**config.mk**
```make
export PLATFORM = sky130hd
export DESIGN_NAME = stream2mig_wr
export DESIGN_NICKNAME = d
export VERILOG_FILES = /design/src/rtl/stream2mig_wr_pkg.sv /design/src/rtl/stream2mig_desc_fifo.sv /design/src/rtl/stream2mig_wr.sv
export SDC_FILE = /design/constraint.sdc
export NUM_CORES = 1
export LEC_CHECK = 0
export CAP_MARGIN = 0
export CELL_PAD_IN_SITES_DETAIL_PLACEMENT = 1
export CELL_PAD_IN_SITES_GLOBAL_PLACEMENT = 1
export CORE_MARGIN = 1.5
export CORE_UTILIZATION = 35
export DETAILED_ROUTE_END_ITERATION = 6
export GPL_TIMING_DRIVEN = 0
export PLACE_DENSITY = 0.62
export REMOVE_ABC_BUFFERS = 1
export SLEW_MARGIN = 20
export SYNTH_ARGS = -nofsm -noshare
export SYNTH_HDL_FRONTEND = slang
export SYNTH_SLANG_ARGS = --single-unit
export TNS_END_PERCENT = 5
```
**constraint.sdc**
```tcl
create_clock -name clk -period 47.2 [get_ports clk]
set_input_delay 11.8 -clock clk [delete_from_list [all_inputs] [get_ports clk]]
set_output_delay 11.8 -clock clk [all_outputs]
set_load 0.01 [all_outputs]
```
**src/rtl/stream2mig_wr_pkg.sv**
```systemverilog
// Shared definitions for the stream-to-MIG frame writer: MIG command codes,
// stream type codes (mirroring dtypes.v), FSM encoding and burst sizing helper.
package stream2mig_wr_pkg;

    localparam logic [2:0] CMD_WRITE = 3'd0;
    localparam logic [2:0] CMD_READ  = 3'd1;
    localparam logic [2:0] CMD_IDLE  = 3'd5;

    // Stream type codes; pixel codes are any value with a bit in the pixel mask.
    localparam int DTYPE_WIDTH = 4;
    localparam logic [DTYPE_WIDTH-1:0] DTYPE_FRAME_START = 4'h1;
    localparam logic [DTYPE_WIDTH-1:0] DTYPE_FRAME_END   = 4'h2;
    localparam logic [DTYPE_WIDTH-1:0] DTYPE_HEADER      = 4'h3;
    localparam logic [DTYPE_WIDTH-1:0] DTYPE_PIXEL_MASK  = 4'hC;

    typedef enum logic [2:0] {
        ST_IDLE   = 3'd0,
        ST_WRITE  = 3'd1,
        ST_FLUSH  = 3'd2,
        ST_COMMIT = 3'd3,
        ST_DROP   = 3'd4
    } state_t;

    function automatic int burst_bytes(input int burst_len, input int port_width);
        return burst_len * port_width / 8;
    endfunction

endpackage

```
**src/rtl/stream2mig_desc_fifo.sv**
```systemverilog
// Single-clock {addr,len} descriptor queue with full/empty flags and a
// synchronous clear; head is read combinationally from the storage registers.
module stream2mig_desc_fifo #(
    parameter int ADDR_WIDTH = 30,
    parameter int DEPTH      = 4
) (
    input  logic                  clk,
    input  logic                  reset,
    input  logic                  clear,
    input  logic                  push,
    input  logic [ADDR_WIDTH-1:0] push_addr,
    input  logic [ADDR_WIDTH-1:0] push_len,
    input  logic                  pop,
    output logic                  full,
    output logic                  empty,
    output logic [ADDR_WIDTH-1:0] head_addr,
    output logic [ADDR_WIDTH-1:0] head_len
);

    localparam int PW = (DEPTH > 1) ? $clog2(DEPTH) : 1;
    localparam logic [PW:0] DEPTH_C = (PW+1)'(DEPTH);

    logic [ADDR_WIDTH-1:0] mem_addr [DEPTH];
    logic [ADDR_WIDTH-1:0] mem_len  [DEPTH];
    logic [PW-1:0]         wr_ptr;
    logic [PW-1:0]         rd_ptr;
    logic [PW:0]           count;
    logic                  do_push;
    logic                  do_pop;

    assign full      = (count == DEPTH_C);
    assign empty     = (count == '0);
    assign do_pop    = pop && !empty;
    // A pop in the same cycle frees the slot the push needs.
    assign do_push   = push && (!full || do_pop);
    assign head_addr = mem_addr[rd_ptr];
    assign head_len  = mem_len[rd_ptr];

    always_ff @(posedge clk or posedge reset) begin
        if (reset) begin
            wr_ptr <= '0;
            rd_ptr <= '0;
            count  <= '0;
            for (int i = 0; i < DEPTH; i++) begin
                mem_addr[i] <= '0;
                mem_len[i]  <= '0;
            end
        end else if (clear) begin
            wr_ptr <= '0;
            rd_ptr <= '0;
            count  <= '0;
        end else begin
            if (do_push) begin
                mem_addr[wr_ptr] <= push_addr;
                mem_len[wr_ptr]  <= push_len;
                wr_ptr           <= wr_ptr + 1'b1;
            end
            if (do_pop)
                rd_ptr <= rd_ptr + 1'b1;
            if (do_push && !do_pop)
                count <= count + 1'b1;
            else if (do_pop && !do_push)
                count <= count - 1'b1;
        end
    end

endmodule

```
**src/rtl/stream2mig_wr.sv**
```systemverilog
// Stream-to-MIG frame writer: packs stream beats into port words, bursts them to
// a DRAM ring and commits {base,len} descriptors. Optional STREAM2MIG_WR_DROP_COUNT_EN.
module stream2mig_wr
    import stream2mig_wr_pkg::*;
#(
    parameter int ADDR_WIDTH  = 30,
    parameter int DATAI_WIDTH = 16,
    parameter int PORT_WIDTH  = 32,
    parameter int BURST_LEN   = 16,
    parameter int QUEUE_DEPTH = 4
) (
    input  logic                   clk,
    input  logic                   reset,
    input  logic                   enable,
    input  logic                   dvi,
    input  logic [DTYPE_WIDTH-1:0] dtypei,
    input  logic [DATAI_WIDTH-1:0] datai,
    input  logic [ADDR_WIDTH-1:0]  ring_base,
    input  logic [ADDR_WIDTH-1:0]  ring_bytes,
    input  logic [ADDR_WIDTH-1:0]  max_frame_bytes,
    output logic                   p_wr_en,
    output logic [PORT_WIDTH-1:0]  p_wr_data,
    output logic                   p_cmd_en,
    output logic [2:0]             p_cmd_instr,
    output logic [5:0]             p_cmd_bl,
    output logic [ADDR_WIDTH-1:0]  p_cmd_byte_addr,
    input  logic                   p_cmd_full,
    output logic                   frame_valid,
    output logic [ADDR_WIDTH-1:0]  frame_addr,
    output logic [ADDR_WIDTH-1:0]  frame_len,
    input  logic                   frame_rd,
    output logic                   busy
`ifdef STREAM2MIG_WR_DROP_COUNT_EN
    ,
    output logic [15:0]            drop_count
`endif
);

    localparam int PACK   = PORT_WIDTH / DATAI_WIDTH;
    localparam int PCNT_W = (PACK > 1) ? $clog2(PACK) : 1;
    localparam logic [PCNT_W-1:0]     PCNT_LAST = PCNT_W'(PACK - 1);
    localparam logic [ADDR_WIDTH-1:0] BB_A      = ADDR_WIDTH'(burst_bytes(BURST_LEN, PORT_WIDTH));
    localparam logic [ADDR_WIDTH-1:0] BEAT_A    = ADDR_WIDTH'(DATAI_WIDTH / 8);
    localparam logic [6:0]            BL7       = 7'(BURST_LEN);
    localparam logic [6:0]            FIFO_CAP  = 7'd64;

    state_t                 state, state_nxt;
    logic [ADDR_WIDTH-1:0]  next_base, cur, waddr, fbytes;
    logic                   nb_valid, ovf, abort;
    logic [PORT_WIDTH-1:0]  pack_word, pack_cur;
    logic [PCNT_W-1:0]      pcnt;
    logic [6:0]             wcnt, wcnt_nxt, cmd_words;
    logic [5:0]             cmd_bl;

    logic                   frame_start, frame_end, is_data;
    logic [ADDR_WIDTH-1:0]  base_now, base_sel, len_c;
    logic                   q_full, q_empty, q_push, q_clear;
    logic                   start_frame, take_beat, beat_ovf, word_done, pad_word, emit;
    logic                   wr_go, wr_lost, full_go, res_go, cmd_go, flush_done;

    assign p_cmd_instr = CMD_WRITE;
    assign busy        = (state != ST_IDLE);
    assign frame_valid = !q_empty;

    assign frame_start = dvi && (dtypei == DTYPE_FRAME_START);
    assign frame_end   = dvi && (dtypei == DTYPE_FRAME_END);
    assign is_data     = dvi && (((dtypei & DTYPE_PIXEL_MASK) != '0) || (dtypei == DTYPE_HEADER));

    // next_base is only meaningful after the first commit; until then use ring_base.
    assign base_now = nb_valid ? next_base : ring_base;
    assign base_sel = (base_now + max_frame_bytes > ring_base + ring_bytes) ? ring_base : base_now;
    assign len_c    = waddr - cur;

    assign start_frame = (state == ST_IDLE) && enable && frame_start && !q_full;
    assign take_beat   = (state == ST_WRITE) && enable && is_data && (fbytes + BEAT_A <= max_frame_bytes);
    assign beat_ovf    = (state == ST_WRITE) && enable && is_data && !(fbytes + BEAT_A <= max_frame_bytes);
    assign word_done   = take_beat && (pcnt == PCNT_LAST);
    assign pad_word    = (state == ST_FLUSH) && (pcnt != '0);
    assign emit        = word_done || pad_word;

    assign wcnt_nxt = wcnt + {6'd0, p_wr_en} - (p_cmd_en ? ({1'b0, p_cmd_bl} + 7'd1) : 7'd0);
    assign wr_go    = emit && (wcnt_nxt < FIFO_CAP);
    assign wr_lost  = emit && !(wcnt_nxt < FIFO_CAP);

    assign full_go    = (state == ST_WRITE) && (wcnt >= BL7) && !p_cmd_full && !p_cmd_en;
    assign res_go     = (state == ST_FLUSH) && (pcnt == '0) && (wcnt != '0)
                        && !p_cmd_full && !p_cmd_en && !p_wr_en;
    assign cmd_go     = full_go || res_go;
    // Residual commands are capped at one burst so each command maps to one slot.
    assign cmd_words  = full_go ? BL7 : ((wcnt > BL7) ? BL7 : wcnt);
    assign cmd_bl     = 6'(cmd_words - 7'd1);
    assign flush_done = (state == ST_FLUSH) && (pcnt == '0) && !p_wr_en && (wcnt == '0) && !p_cmd_en;

    assign q_push  = (state == ST_COMMIT) && !ovf;
    assign q_clear = (flush_done && abort) || ((state == ST_DROP) && !enable);

    always_comb begin
        pack_cur = pack_word;
        if (take_beat)
            pack_cur[int'(pcnt)*DATAI_WIDTH +: DATAI_WIDTH] = datai;
    end

    always_comb begin
        state_nxt = state;
        case (state)
            ST_IDLE:   if (enable && frame_start) state_nxt = q_full ? ST_DROP : ST_WRITE;
            ST_WRITE:  if (!enable || frame_end) state_nxt = ST_FLUSH;
            ST_FLUSH:  if (flush_done) state_nxt = (abort || !enable) ? ST_IDLE : ST_COMMIT;
            ST_COMMIT: state_nxt = ST_IDLE;
            ST_DROP:   if (!enable || frame_end) state_nxt = ST_IDLE;
            default:   state_nxt = ST_IDLE;
        endcase
    end

    always_ff @(posedge clk or posedge reset) begin
        if (reset) begin
            state           <= ST_IDLE;
            next_base       <= '0;
            nb_valid        <= 1'b0;
            cur             <= '0;
            waddr           <= '0;
            fbytes          <= '0;
            ovf             <= 1'b0;
            abort           <= 1'b0;
            pack_word       <= '0;
            pcnt            <= '0;
            wcnt            <= '0;
            p_wr_en         <= 1'b0;
            p_wr_data       <= '0;
            p_cmd_en        <= 1'b0;
            p_cmd_bl        <= '0;
            p_cmd_byte_addr <= '0;
        end else begin
            state    <= state_nxt;
            wcnt     <= wcnt_nxt;
            p_wr_en  <= wr_go;
            p_cmd_en <= cmd_go;
            if (wr_go)
                p_wr_data <= pack_cur;
            if (cmd_go) begin
                p_cmd_bl        <= cmd_bl;
                p_cmd_byte_addr <= waddr;
                waddr           <= waddr + BB_A;
            end
            if (start_frame) begin
                cur       <= base_sel;
                waddr     <= base_sel;
                fbytes    <= '0;
                ovf       <= 1'b0;
                abort     <= 1'b0;
                pack_word <= '0;
                pcnt      <= '0;
            end
            if (take_beat) begin
                fbytes    <= fbytes + BEAT_A;
                pack_word <= pack_cur;
                pcnt      <= pcnt + 1'b1;
            end
            if (emit) begin
                pack_word <= '0;
                pcnt      <= '0;
            end
            if (beat_ovf || wr_lost)
                ovf <= 1'b1;
            if (((state == ST_WRITE) || (state == ST_FLUSH)) && !enable)
                abort <= 1'b1;
            if (q_push) begin
                next_base <= cur + len_c;
                nb_valid  <= 1'b1;
            end
        end
    end

`ifdef STREAM2MIG_WR_DROP_COUNT_EN
    always_ff @(posedge clk or posedge reset) begin
        if (reset)
            drop_count <= '0;
        else if (((state == ST_IDLE && enable && frame_start && q_full) ||
                  (state == ST_COMMIT && ovf)) && (drop_count != 16'hFFFF))
            drop_count <= drop_count + 16'd1;
    end
`endif

    stream2mig_desc_fifo #(
        .ADDR_WIDTH (ADDR_WIDTH),
        .DEPTH      (QUEUE_DEPTH)
    ) u_desc_fifo (
        .clk       (clk),
        .reset     (reset),
        .clear     (q_clear),
        .push      (q_push),
        .push_addr (cur),
        .push_len  (len_c),
        .pop       (frame_rd),
        .full      (q_full),
        .empty     (q_empty),
        .head_addr (frame_addr),
        .head_len  (frame_len)
    );

endmodule

```
**Word level (Yosys, flattened, before mapping)**

Index checks and enable logic that the tools add are counted.

- Add/sub/neg operators: 16
- $mul: 0
- Divide/modulo/power cells: 0
- $lt $le $gt $ge: 8
- Eq/ne operators: 12
- Shift-type cells: 2
- Mux-type cells: 43
- Bitwise logic cells: 4
- Reductions and logical operators: 71

Operator list:

| cell | count |
|---|---|
| 30-bit two-way mux | 11 |
| 120-bit bitwise mux | 2 |
| 32-bit two-way mux | 4 |
| 30-bit binary-select mux with 2-bit select | 2 |
| 30-bit adder | 3 |
| 30-bit demux with 2-bit select | 1 |
| 1-bit logical AND | 35 |
| 5-bit negator with 33-bit output | 1 |
| 16-bit by 33-bit variable shift with 32-bit output (first input constant) | 1 |
| 16-bit by 33-bit indexed part select with 32-bit output | 1 |
| 32-bit bitwise mux | 1 |
| 30-bit by 2-bit adder with 30-bit output (second input constant) | 1 |
| 30-bit by 7-bit adder with 30-bit output (second input constant) | 1 |
| 30-bit > comparator | 1 |
| 30-bit less-or-equal comparator | 1 |
| 30-bit subtractor | 1 |
| 3-bit two-way mux | 8 |
| 6-bit two-way mux | 2 |
| 3-bit case mux with 4 select lines | 1 |
| 2-bit nonzero test | 6 |
| 1-bit logical NOT | 11 |
| 2-bit two-way mux | 5 |
| 1-bit logical OR | 9 |
| 3-bit nonzero test | 3 |
| other kinds (30) | 44 |

- Flip-flop bits (word level): 483
- Latch bits: 0
- Memory bits (writable): 0
- Bits in read-only memories: 0
- Input bits: 116
- Output and inout port bits: 135
- Word-level logic and storage cells: 183
- Memories: 0

**Depth between registers and ports, before layout**

Gate-level depths: netlist of run 1.

- Word-level depth: 10
- Mapped depth: 26

**Hierarchy**

A second synthesis of run 1 with hierarchy kept.

- Cell total of the unflattened synthesis: 2632
- Area, all modules: 29726.0 sq um

By module, submodules not included:

| module | times used | cells an instance | area each (sq um) | seq. area each (sq um) |
|---|---|---|---|---|
| stream2mig_wr | 1 | 1985 | 18067.3 | 5880.6 |
| stream2mig_desc_fifo | 1 | 647 | 11658.7 | 6180.9 |

**Least setup slack after synthesis of run 1**

No wires, ideal clock.

- Kind: input -> register
- Start: input ring_base[4]
- End: register cur[1]
- Library setup time: 118 ps
- Arrival: 16248 ps
- Required time: 47082 ps
- Path slack: 30834 ps
- Stages on the path: 20
- Path buffers: 2
- Cells stage by stage: mux2_2 ha_1 or4_1 and3_1 o41ai_2 o21ai_0 o221ai_1 o21bai_1 a21oi_1 xnor2_1 ha_1 a21o_1 a21o_1 a2111oi_0 a21o_1 clkbuf_1 buf_2 mux2i_1 nor2_1 a21o_1

- Longest elaborated chain between the ends: 4

Ends and longest elaborated chain:

| what | line | RTL |
|---|---|---|
| start, declared | stream2mig_wr.sv:18 | `input logic [ADDR_WIDTH-1:0] ring_base,` |
| 30-bit two-way mux | stream2mig_wr.sv:70 | `assign base_now = nb_valid ? next_base : ring_base;` |
| 30-bit adder | stream2mig_wr.sv:71 | `assign base_sel = (base_now + max_frame_bytes > ring_base + ring_bytes) ? ring_base : base_now;` |
| 30-bit > comparator * | stream2mig_wr.sv:71 |  |
| 30-bit two-way mux * | stream2mig_wr.sv:71 |  |
| end signal, assigned | stream2mig_wr.sv:146 | `cur <= base_sel;` |
| end, declared | stream2mig_wr.sv:48 | `logic [ADDR_WIDTH-1:0] next_base, cur, waddr, fbytes;` |

Every way passes the cells marked *; elsewhere a longest branch is shown, timed or not.
A chain may end at the register's enable or synchronous reset.

**Worst setup path in the final report of run 1**

- Start: input ring_base[1]
- End: register cur[29]

Same word-level chain as after synthesis.

==> metrics.md, run 1 <==
| Metric | Value |
|---|---|
| Outcome | finished, violations left |
| Failing checks | design-rule violations |
| Sequential Area | about 0.012 mm^2 |
| Worst rel slew slack | 0.272 |
| Max rail drop VDD | between 0.04 and 0.05 mV |
| Tot GR Track Use | 0.213 |
| Synth top area cells | dfrtp_1 42%, ha_1 8.5%, o21ai_0 5.9% |
| Routed length on met3 | 3120 um |
| DRC | 7 |
| RSZ-0062 raised after global routing | false |
| Antenna violations before repair | 12 |
| Area Overhead vs Synth | 20.2% |
| Avg Inst Size Synth | ~9.7 um^2 |
| Post-Syn Instances | a little under 3000 |
| Initial DRT Pass Iterations | 7 |
| Initial Util | 0.354 |
| Worst-Skew Late Latency | about 0.63 ns |
| Layout Nets | between 3000 and 4000 |
| Critical Path AT | 18.53 ns |
| Worst Tran Pin Value | 1.08 ns |
| Ys async rst share | 1.00 |
| Startpoint types | primary input |
| Global-route wire length before repair | about 140000 um |
| Post-synth top cells | 482 x dfrtp_1, 436 x nand2_1, 339 x o21ai_0 |
| Tcrit/Tclk final | 0.382 |
| CTS root buffer | clkbuf_16 |
| Die width | between 200 and 300 um |
| Yosys top cell by area | dfrtp_1 |
| Endpoints failing setup | 0 |
| Worst r2r path cells | 20 |
| Post-synth top flop | dfrtp_1 |
| H-tree levels | 2 |
| Multi-input logic area | around 0.015 mm^2 |
| Sum of negative setup slack | 0 ns |
| PwrDens | ~81 mW/mm^2 |
| Clock Sinks | a little under 500 |
| Synth unique cells | ~80 |
| Die Ht | 289 um |
| Maximum clock frequency | ~55 MHz |
| Setup crit end kind | register |
| Final ANT Viol Nets | 0 |
| TritonCTS clock tree | done |
| Clock period minus worst slack | roughly 18 ns |
| WP data required | ~48 ns |
| Overall Power | approximately 2.8 mW |
| Post-CTS Setup Inserts | 0 |
| Most common cell in the netlist | dfrtp_1 |
| Die ar. | between 0.08 and 0.09 mm^2 |
| Via density | approximately 5.3 |
| EDFF count, synth | 0 |
| Top layer reached by signal wires | met5 |
| Via count | 22660 |
| Initial DRC count | 1024 |
| Final Hold Fails | 0 |
| Hold depth | 2 |
| Ports | approximately 250 |
| Routability cong. | about 0.84 |
| Pleak | 16.0 nW |
| Hold Crit Class | register to register |
| Worst Slack Setup Final | about 29 ns |
| CP bufs+invs | 3 |
| Wirelength per Cell | between 20 and 25 um |
| MaxCap Viol Count | 0 |
| Post-CTS sizing | 0 |
| CTS buffer count | 56 |
| # hold bufs at CTS | 0 |
| Sequential fraction of the synthesis area | 0.422 |
| Total detailed-routing wirelength | just under 90000 um |
| Vias in the first global route | between 20000 and 25000 |
| Rows | roughly 100 |
| DP Wirelength | approximately 67000 um |
| Largest net degree at the start of global routing | 110 |
| Met2 WL | about 43000 um |
| Core ar. | ~0.081 mm^2 |
| Port Buffers | roughly 250 |
| Mapped Area | roughly 0.029 mm^2 |
| Most common cell on crit path | o21ai_0 |
| Fillers | between 8000 and 9000 |
| WS Path Type | primary input to register |
| Layout cells sized above 1 | 0.107 |
| Clk buf depth | 3 |
| YS warnings | 0 |
| Yosys top cell area share | 0.422 |
| Worst path depth | 23 |
| Final setup skew | around 0.03 ns |
| CP cell instances | clkdlybuf4s50_1, inv_1, o21ai_0, fa_1, a21oi_1, o21ai_0, o221ai_1, o211ai_1, o21ai_0, o211ai_1, nand2_1, o21ai_0, xor2_1, ha_1, nand4_1, nor4bb_1, nand2_1, nor4_1, a21o_2, buf_12, nand2_1, mux2i_1, o21ai_0 |
| FF+latch count, synth | approximately 480 |
| Final Slew Violations | 0 |
| Crit-path leading delay family | compound AO/OA/AOI/OAI gates |
| Remaining Overflow, GRT | 0 |
| Clock transition at the registers of the reported paths | ~0.060 ns |
| Critical path's slowest cell | nor4bb_1 |
| Crit Path Max Fanout | 23 |
| M1 WL | approximately 39000 um |
| CP peak stage delay | 0.72 ns |
| Pre-CTS setup slack | roughly 28 ns |
-- power breakdown --
| group | switching [mW] | internal [mW] | leakage (nW) |
|---|---|---|---|
| clock | 0.188 | 0.257 | 0.920 |
| sequential | 0.121 | 0.567 | 6.25 |
| combinational | 0.952 | 0.706 | 8.84 |
| total | 1.26 | 1.53 | 16.0 |
-- worst reg2reg max path, delay by kind of cell (launching register included) --
| kind | cells | cell delay (ns) |
|---|---|---|
| AO/OA/AOI/OAI | 7 | 2.19 |
| XOR/XNOR | 1 | 0.09 |
| adder cells (fa/ha/maj) | 2 | 0.68 |
| buffers and inverters | 1 | 0.26 |
| flip-flops | 1 | 0.86 |
| multiplexers | 2 | 0.82 |
| AND/OR/NAND/NOR | 7 | 2.17 |
-- cell usage in the layout, fill, tap and decap left out, drive strengths merged, types with 65 or more instances in the layout --
cell type / Yosys / layout
clkdlybuf4s50: 0 / 247
o21ai: 342 / 342
inv: 144 / 146
dfrtp: 482 / 482
ha: 194 / 194
clkbuf: 105 / 73
xnor2: 100 / 100
a21o: 95 / 95
nor2: 139 / 139
mux2: 120 / 120
xor2: 65 / 65
nand2: 436 / 436
a21oi: 140 / 140
-- path summary, 6_finish.rpt --
check,from,to,slack [ns]
min in group asynchronous,reset,u_desc_fifo.mem_len[95]$_DFFE_PP0P_,11.59
setup / recovery,ring_base[1],cur[29]$_DFFE_PP0P_,29.17
max in group asynchronous,reset,p_cmd_byte_addr[28]$_DFFE_PP0P_,33.95
hold / removal,p_cmd_byte_addr[20]$_DFFE_PP0P_,p_cmd_byte_addr[20]$_DFFE_PP0P_,0.47
hold reg to reg,p_cmd_byte_addr[20]$_DFFE_PP0P_,p_cmd_byte_addr[20]$_DFFE_PP0P_,0.47
setup reg to reg,nb_valid$_DFFE_PP0P_,cur[29]$_DFFE_PP0P_,40.00
-- cell type report --
class / count / share of cell area
multi-input combinational: 2179 / 0.449
sequential: 482 / 0.352
timing repair buffer: 274 / 0.0900
clock buffer: 73 / 0.0456
tap: 1060 / 0.0386
inverter: 144 / 0.0160
clock inverter: 29 / 0.00911
antenna: 3 / 0.000219
-- state kept, by name, summed over array words and instances (netlist names) --
register	flops
state	3
waddr	30
next_base	30
fbytes	29
p_wr_en	1
pcnt	1
cur	30
p_cmd_bl	6
ovf	1
u_desc_fifo.rd_ptr	2
pack_word	32
nb_valid	1
u_desc_fifo.mem_len	120
u_desc_fifo.wr_ptr	2
u_desc_fifo.mem_addr	120
u_desc_fifo.count	3
p_wr_data	32
wcnt	7
p_cmd_byte_addr	30
abort	1
p_cmd_en	1
-- per-layer routing --
metal,GRT usage,vias to the layer above
met2,0.368,304
met3,0.0324,117
met5,0,-
met1,0.278,11436
met4,0.0543,18
li1,-,10785
-- kinds of logic (layout without fill, tap and decap cells) --
kind of cell / count (synthesis) / after routing / synth area share
other: 1 / 6 / 0.000131
adders and majority gates: 200 / 200 / 0.0892
AOI/OAI and AO/OA: 765 / 765 / 0.159
xor gates and xnor gates: 165 / 165 / 0.0506
buffers and inverters: 277 / 520 / 0.0402
and+or+nand+nor: 830 / 830 / 0.131
muxes: 216 / 216 / 0.107
DFF: 482 / 482 / 0.422
-- stage by stage --
| step | instance area [um^2] | instances | util | hold slack, ns |
|---|---|---|---|---|
| global placement | 31700 | 4112 | 0.394 | 0.455 |
| global route | 34300 | 4244 | 0.426 | 0.496 |
| floorplan | 28000 | 2805 | - | 0.444 |
| detailed placement | 32400 | 4139 | 0.402 | 0.466 |
| CTS | 34300 | 4241 | 0.425 | 0.479 |
| finish | 34300 | 4244 | 0.426 | 0.473 |
(Power assumes the default switching activity.)
==> run 2, diff against run 1 <==
--- a/config.mk
+++ b/config.mk
@@ -12,7 +12,7 @@
 export CORE_UTILIZATION = 35
 export DETAILED_ROUTE_END_ITERATION = 6
 export GPL_TIMING_DRIVEN = 0
-export PLACE_DENSITY = 0.62
+export PLACE_DENSITY = 0.65
 export REMOVE_ABC_BUFFERS = 1
 export SLEW_MARGIN = 20
 export SYNTH_ARGS = -nofsm -noshare
==> constraint.sdc (replaced) <==
create_clock -name clk -period 16.4 [get_ports clk]
set_input_delay 4.1 -clock clk [delete_from_list [all_inputs] [get_ports clk]]
set_output_delay 4.1 -clock clk [all_outputs]
set_load 0.01 [all_outputs]
==> run 2 against run 1 <==
Effect of this change: the run now ends clean; global-route usage down 0.082 points; die area did not move; worst hold slack got worse by 0.0038 ns; cell area about the same; sequential power grew to 2.9 times the previous value; sequential share of layout area about the same; critical path depth did not move; count of clock-buffer cells in the layout grew 10; routed wire length shrank 0.48%.
==> metrics.md, run 2 (synthesis results as in run 1) <==
| Metric | Value |
|---|---|
| Most frequent cells in the layout | 479 x dfrtp_1, 432 x nand2_1, 338 x o21ai_0 |
| Worst Tran Pin Value | 1.18 ns |
| PwrDens | around 230 mW/mm^2 |
| Final Slew Violations | 0 |
| Die ar. | 0.0833 mm^2 |
| Layout cells sized above 1 | 0.106 |
| Remaining Overflow, GRT | 0 |
| Routability cong. | just under 0.9 |
| Critical R2R Launch | nb_valid$_DFFE_PP0P_ |
| MaxCap Viol Count | 0 |
| Pleak | approximately 16 nW |
| Crit path to | cur[29]$_DFFE_PP0P_ |
| Via density | around 5.3 |
| CTS root buffer | clkbuf_16 |
| Clk buf depth | 3 |
| Met2 WL | around 44000 um |
| Hold Startpoint | p_cmd_byte_addr[27]$_DFFE_PP0P_ |
| Placed Instances | between 4000 and 5000 |
| Antenna violations before repair | 14 |
| Tcrit/Tclk final | 0.625 |
| Ports | 251 |
| Reg2Reg Setup Slack | a little over 9 ns |
| Routed length on met3 | between 3000 and 4000 um |
| Multi-input logic area | 0.0154 mm^2 |
| RR Endpoint | cur[29]$_DFFE_PP0P_ |
| Global-route wire length before repair | around 140000 um |
| Commonest non-fill, non-tap cell in the layout | dfrtp_1 |
| Post-CTS sizing | 0 |
| TritonCTS clock tree | done |
| Crit Path Max Fanout | 23 |
| Layout Nets | about 3500 |
| Port Buffers | roughly 250 |
| Total detailed-routing wirelength | roughly 90000 um |
| Setup crit end kind | register |
| Rows | 104 |
| Die Ht | about 290 um |
| Final ANT Viol Nets | 0 |
| Initial DRC count | 949 |
| Clock Sinks | approximately 480 |
| Startpoint types | primary input |
| Critical Path AT | 10.76 ns |
| DP Wirelength | between 60000 and 70000 um |
| Final Hold Fails | 0 |
| DRC | 0 |
| Worst r2r path cells | 20 |
| Final setup skew | about 0.04 ns |
| Initial DRT Pass Iterations | 7 |
| Fillers | roughly 9000 |
| Vias in the first global route | about 25000 |
| Hold Crit Class | register to register |
| Outcome | completed |
| Sequential Area | ~0.012 mm^2 |
| Clock transition at the registers of the reported paths | ~0.06 ns |
| WP data required | about 17 ns |
| Initial Util | 0.354 |
| Area Overhead vs Synth | 20.4% |
| Core ar. | approximately 0.08 mm^2 |
| Wirelength per Cell | just over 20 um |
| Core Util, Final | 0.426 |
| Top layer reached by signal wires | met5 |
| Worst-Skew Late Latency | ~0.65 ns |
| Die width | 289 um |
| Via count | approximately 23000 |
| Tot GR Track Use | 0.212 |
| H-tree levels | 2 |
| Post-CTS Setup Inserts | 0 |
| Leading registers by flop count | u_desc_fifo.mem_addr (120), u_desc_fifo.mem_len (120) |
| Worst rel slew slack | 0.205 |
| Maximum clock frequency | approximately 98 MHz |
| CTS buffer count | 56 |
| # hold bufs at CTS | 0 |
| Overall Power | slightly above 8 mW |
| Worst Setup SP | ring_base[1] |
| Clock period minus worst slack | between 10 and 15 ns |
| WS Path Type | primary input to register |
| Endpoints failing setup | 0 |
| Max rail drop VDD | between 0.1 and 0.15 mV |
| Largest net degree at the start of global routing | between 100 and 150 |
| Finished Layout Cells | approximately 4200 |
| RSZ-0062 raised after global routing | false |
| M1 WL | 38800 um |
[run 2: layer usage]
| metal | vias to the layer above | GRT usage |
|---|---|---|
| met2 | 296 | 0.372 |
| met5 | - | 0 |
| li1 | 10771 | - |
| met4 | 18 | 0.0565 |
| met1 | 11397 | 0.269 |
| met3 | 135 | 0.0352 |
[run 2: metrics by stage]
step                      hold WS (ns)  setup slack (ns)  instance area, um^2  TNS [ns]
after floorplan                  0.444             -1.15                28000   -553.95
after global placement           0.455             -6.83                31700  -3366.20
after detailed placement         0.460              5.31                32400         0
after CTS                        0.473              5.99                34300         0
after global routing             0.496              5.59                34400         0
final                            0.469              6.15                34400         0
[run 2: cell type report]
type	instances	area share
antenna	6	0.000437
timing repair buffer	273	0.0895
clock buffer	83	0.0478
inverter	144	0.0159
tap	1060	0.0386
sequential	482	0.351
clock inverter	22	0.00797
multi-input combinational	2179	0.449
[run 2: how the worst min path moves through the flow]
stage                                            to  slack [ns]  cells after the start
floorplan                  next_base[0]$_DFFE_PP0P_        0.44                      2
global placement    p_cmd_byte_addr[27]$_DFFE_PP0P_        0.45                      2
detailed placement  p_cmd_byte_addr[27]$_DFFE_PP0P_        0.46                      2
CTS                 p_cmd_byte_addr[27]$_DFFE_PP0P_        0.47                      2
global route        p_cmd_byte_addr[27]$_DFFE_PP0P_        0.50                      2
finish              p_cmd_byte_addr[27]$_DFFE_PP0P_        0.47                      2
[run 2: report_power, final]
group / switching, mW / total (mW) / internal [mW] / leakage, nW
registers: 0.349 / 1.98 / 1.63 / 6.25
clock network: 0.535 / 1.29 / 0.758 / 0.945
logic: 2.74 / 4.77 / 2.03 / 8.83
[run 2: critical path, cell delays in order]
cell and delay (ns):
clkdlybuf4s50_1 0.53, inv_1 0.09, o21ai_0 0.39, ha_1 0.34, a211oi_1 0.31, o21ai_0 0.18, and3_1 0.26, o41ai_2 0.44
o21ai_0 0.37, o221ai_1 0.45, o21ai_0 0.16, a21oi_1 0.20, xnor2_1 0.09, ha_1 0.31, nand4_1 0.19, nor4bb_1 0.68
nand2_1 0.10, nor4_1 0.25, a21o_2 0.40, buf_12 0.25, nand2_1 0.09, mux2i_1 0.41, o21ai_0 0.15
==> run 3, diff against run 2 <==
==> constraint.sdc (replaced) <==
create_clock -name clk -period 8.8 [get_ports clk]
set_input_delay 2.2 -clock clk [delete_from_list [all_inputs] [get_ports clk]]
set_output_delay 2.2 -clock clk [all_outputs]
set_load 0.01 [all_outputs]
==> run 3 against run 2 <==
Effect of this change: die area unchanged; critical path type unchanged; critical path depth unchanged; register-to-register slack got worse by 7.5 ns; via count increased by 0.19%; count of clock-buffer cells in the layout unchanged.
==> metrics.md, run 3 (synthesis results as in run 1) <==
| Metric | Value |
|---|---|
| Wirelength per Cell | between 20 and 25 um |
| Clk buf depth | 3 |
| Total detailed-routing wirelength | a little under 90000 um |
| Die width | roughly 290 um |
| WS Path Type | primary input to register |
| Global-route wire length before repair | about 140000 um |
| Critical R2R Launch | nb_valid$_DFFE_PP0P_ |
| Hold Crit Class | register to register |
| Worst-Skew Late Latency | 0.65 ns |
| Clock transition at the registers of the reported paths | approximately 0.060 ns |
| DRC | 0 |
| Via density | 5.33 |
| Fillers | ~9000 |
| CTS root buffer | clkbuf_16 |
| Finished Layout Cells | between 4000 and 5000 |
| Worst r2r path cells | 20 |
| Final ANT Viol Nets | 0 |
| DP Wirelength | 67100 um |
| RR Endpoint | cur[29]$_DFFE_PP0P_ |
| Port Buffers | around 250 |
| Placed Instances | approximately 4100 |
| Most frequent cells in the layout | 479 x dfrtp_1, 432 x nand2_1, 338 x o21ai_0 |
| Overall Power | between 15 and 20 mW |
| Layout Nets | between 3000 and 4000 |
| WP data required | 9.31 ns |
| Min-Delay Endpoint | p_cmd_byte_addr[29]$_DFFE_PP0P_ |
| Hold Startpoint | p_cmd_byte_addr[29]$_DFFE_PP0P_ |
| Outcome | completed |
| Maximum clock frequency | 121 MHz |
| Largest net degree at the start of global routing | 101 |
| TritonCTS clock tree | done |
| Startpoint types | primary input |
| Die Ht | between 200 and 300 um |
| Clock period minus worst slack | slightly above 8 ns |
| Rows | 104 |
| Leading registers by flop count | u_desc_fifo.mem_addr (120), u_desc_fifo.mem_len (120) |
| Max rail drop VDD | 0.262 mV |
| Initial Util | 0.354 |
| Final Slew Violations | 0 |
| H-tree levels | 2 |
| Ports | about 250 |
| RSZ-0062 raised after global routing | false |
| Remaining Overflow, GRT | 0 |
| Design Area, Final | 0.0344 mm^2 |
| PwrDens | ~440 mW/mm^2 |
| Reg2Reg Setup Slack | 1.75 ns |
| Endpoints failing setup | 0 |
| CTS buffer count | 56 |
| Tot GR Track Use | 0.212 |
| Critical Path AT | between 8 and 9 ns |
| Initial DRT Pass Iterations | 7 |
| Tcrit/Tclk final | 0.936 |
| Final setup skew | between 0.04 and 0.05 ns |
| Routability cong. | a little under 0.9 |
| Setup crit end kind | register |
| Hold depth | 2 |
| Placed cell areas | around 0.032 mm^2 |
| Vias in the first global route | ~25000 |
| Final Hold Fails | 0 |
| Layout cells sized above 1 | 0.106 |
| Pleak | around 16 nW |
| Die ar. | between 0.08 and 0.09 mm^2 |
| Worst Tran Pin Value | between 1 and 1.5 ns |
| Commonest non-fill, non-tap cell in the layout | dfrtp_1 |
| MaxCap Viol Count | 0 |
| Initial DRC count | ~910 |
| Crit Path Max Fanout | 23 |
| # hold bufs at CTS | 0 |
| Via count | around 23000 |
| Core ar. | about 0.081 mm^2 |
| Antenna violations before repair | 14 |
| Area Overhead vs Synth | 20.4% |
| Worst rel slew slack | 0.190 |
| Clock Sinks | 482 |
run 3: changes by cell type in the layout (fill, tap and decap cells not counted):
cell,previous run,this run
nor4bb_2,0,1
nor4bb_1,1,0
run 3: timing repair:
item / in CTS / in global routing
endpoints found under the setup margin: 0 / 2
buffers inserted: 0 / 0
gates resized for setup: 0 / 1
run 3: worst max path at each step:
stage / from / end / depth (start not counted)
finish: ring_base[1] / cur[29]$_DFFE_PP0P_ / 23
global route: ring_base[1] / cur[29]$_DFFE_PP0P_ / 23
CTS: ring_base[1] / cur[29]$_DFFE_PP0P_ / 23
detailed placement: ring_base[1] / cur[29]$_DFFE_PP0P_ / 23
global placement: reset / u_desc_fifo.mem_len[29]$_DFFE_PP0P_ / 2
floorplan: reset / abort$_DFFE_PP0P_ / 1
run 3: stage by stage:
| stage | TNS (ns) | hold WS (ns) | utilization | setup WS, ns |
|---|---|---|---|---|
| floorplan | -3429.30 | 0.444 | - | -6.85 |
| global placement | -6711.40 | 0.455 | 0.394 | -12.53 |
| detailed placement | -7.30 | 0.460 | 0.402 | -0.386 |
| CTS | 0 | 0.473 | 0.426 | 0.292 |
| global route | 0 | 0.496 | 0.426 | 0.0353 |
| finish | 0 | 0.468 | 0.426 | 0.567 |
run 3: area by class of cell:
cell class	count	area, um^2	area share
multi-input cells	2179	15400	0.449
flip-flops and latches	482	12100	0.351
repair buffers	273	3070	0.0894
clock buffers	83	1640	0.0478
well taps	1060	1330	0.0386
inverters	144	548	0.0159
clock inverters	22	274	0.00797
diodes	6	15.0	0.000437
run 3: report_power, final:
part / leakage [nW] / internal [mW] / switching (mW)
clock network: 0.945 / 1.41 / 0.995
registers: 6.25 / 3.04 / 0.651
logic: 8.83 / 3.79 / 5.12
total: 16.0 / 8.24 / 6.76
run 3: per-layer routing:
layer | vias up | track usage | share of wire
met4 | 18 | 0.0565 | 0.023
met5 | - | 0 | 0.0017
met2 | 315 | 0.372 | 0.50
met1 | 11423 | 0.269 | 0.44
li1 | 10773 | - | -
met3 | 130 | 0.0352 | 0.035
run 3: worst max-delay path, stage by stage:
cell	delay [ns]
clkdlybuf4s50_1	0.53
inv_1	0.09
o21ai_0	0.39
ha_1	0.34
a211oi_1	0.31
o21ai_0	0.18
and3_1	0.26
o41ai_2	0.44
o21ai_0	0.37
o221ai_1	0.45
o21ai_0	0.16
a21oi_1	0.20
xnor2_1	0.09
ha_1	0.31
nand4_1	0.21
nor4bb_2	0.55
nand2_1	0.09
nor4_1	0.24
a21o_2	0.40
buf_12	0.25
nand2_1	0.09
mux2i_1	0.41
o21ai_0	0.15
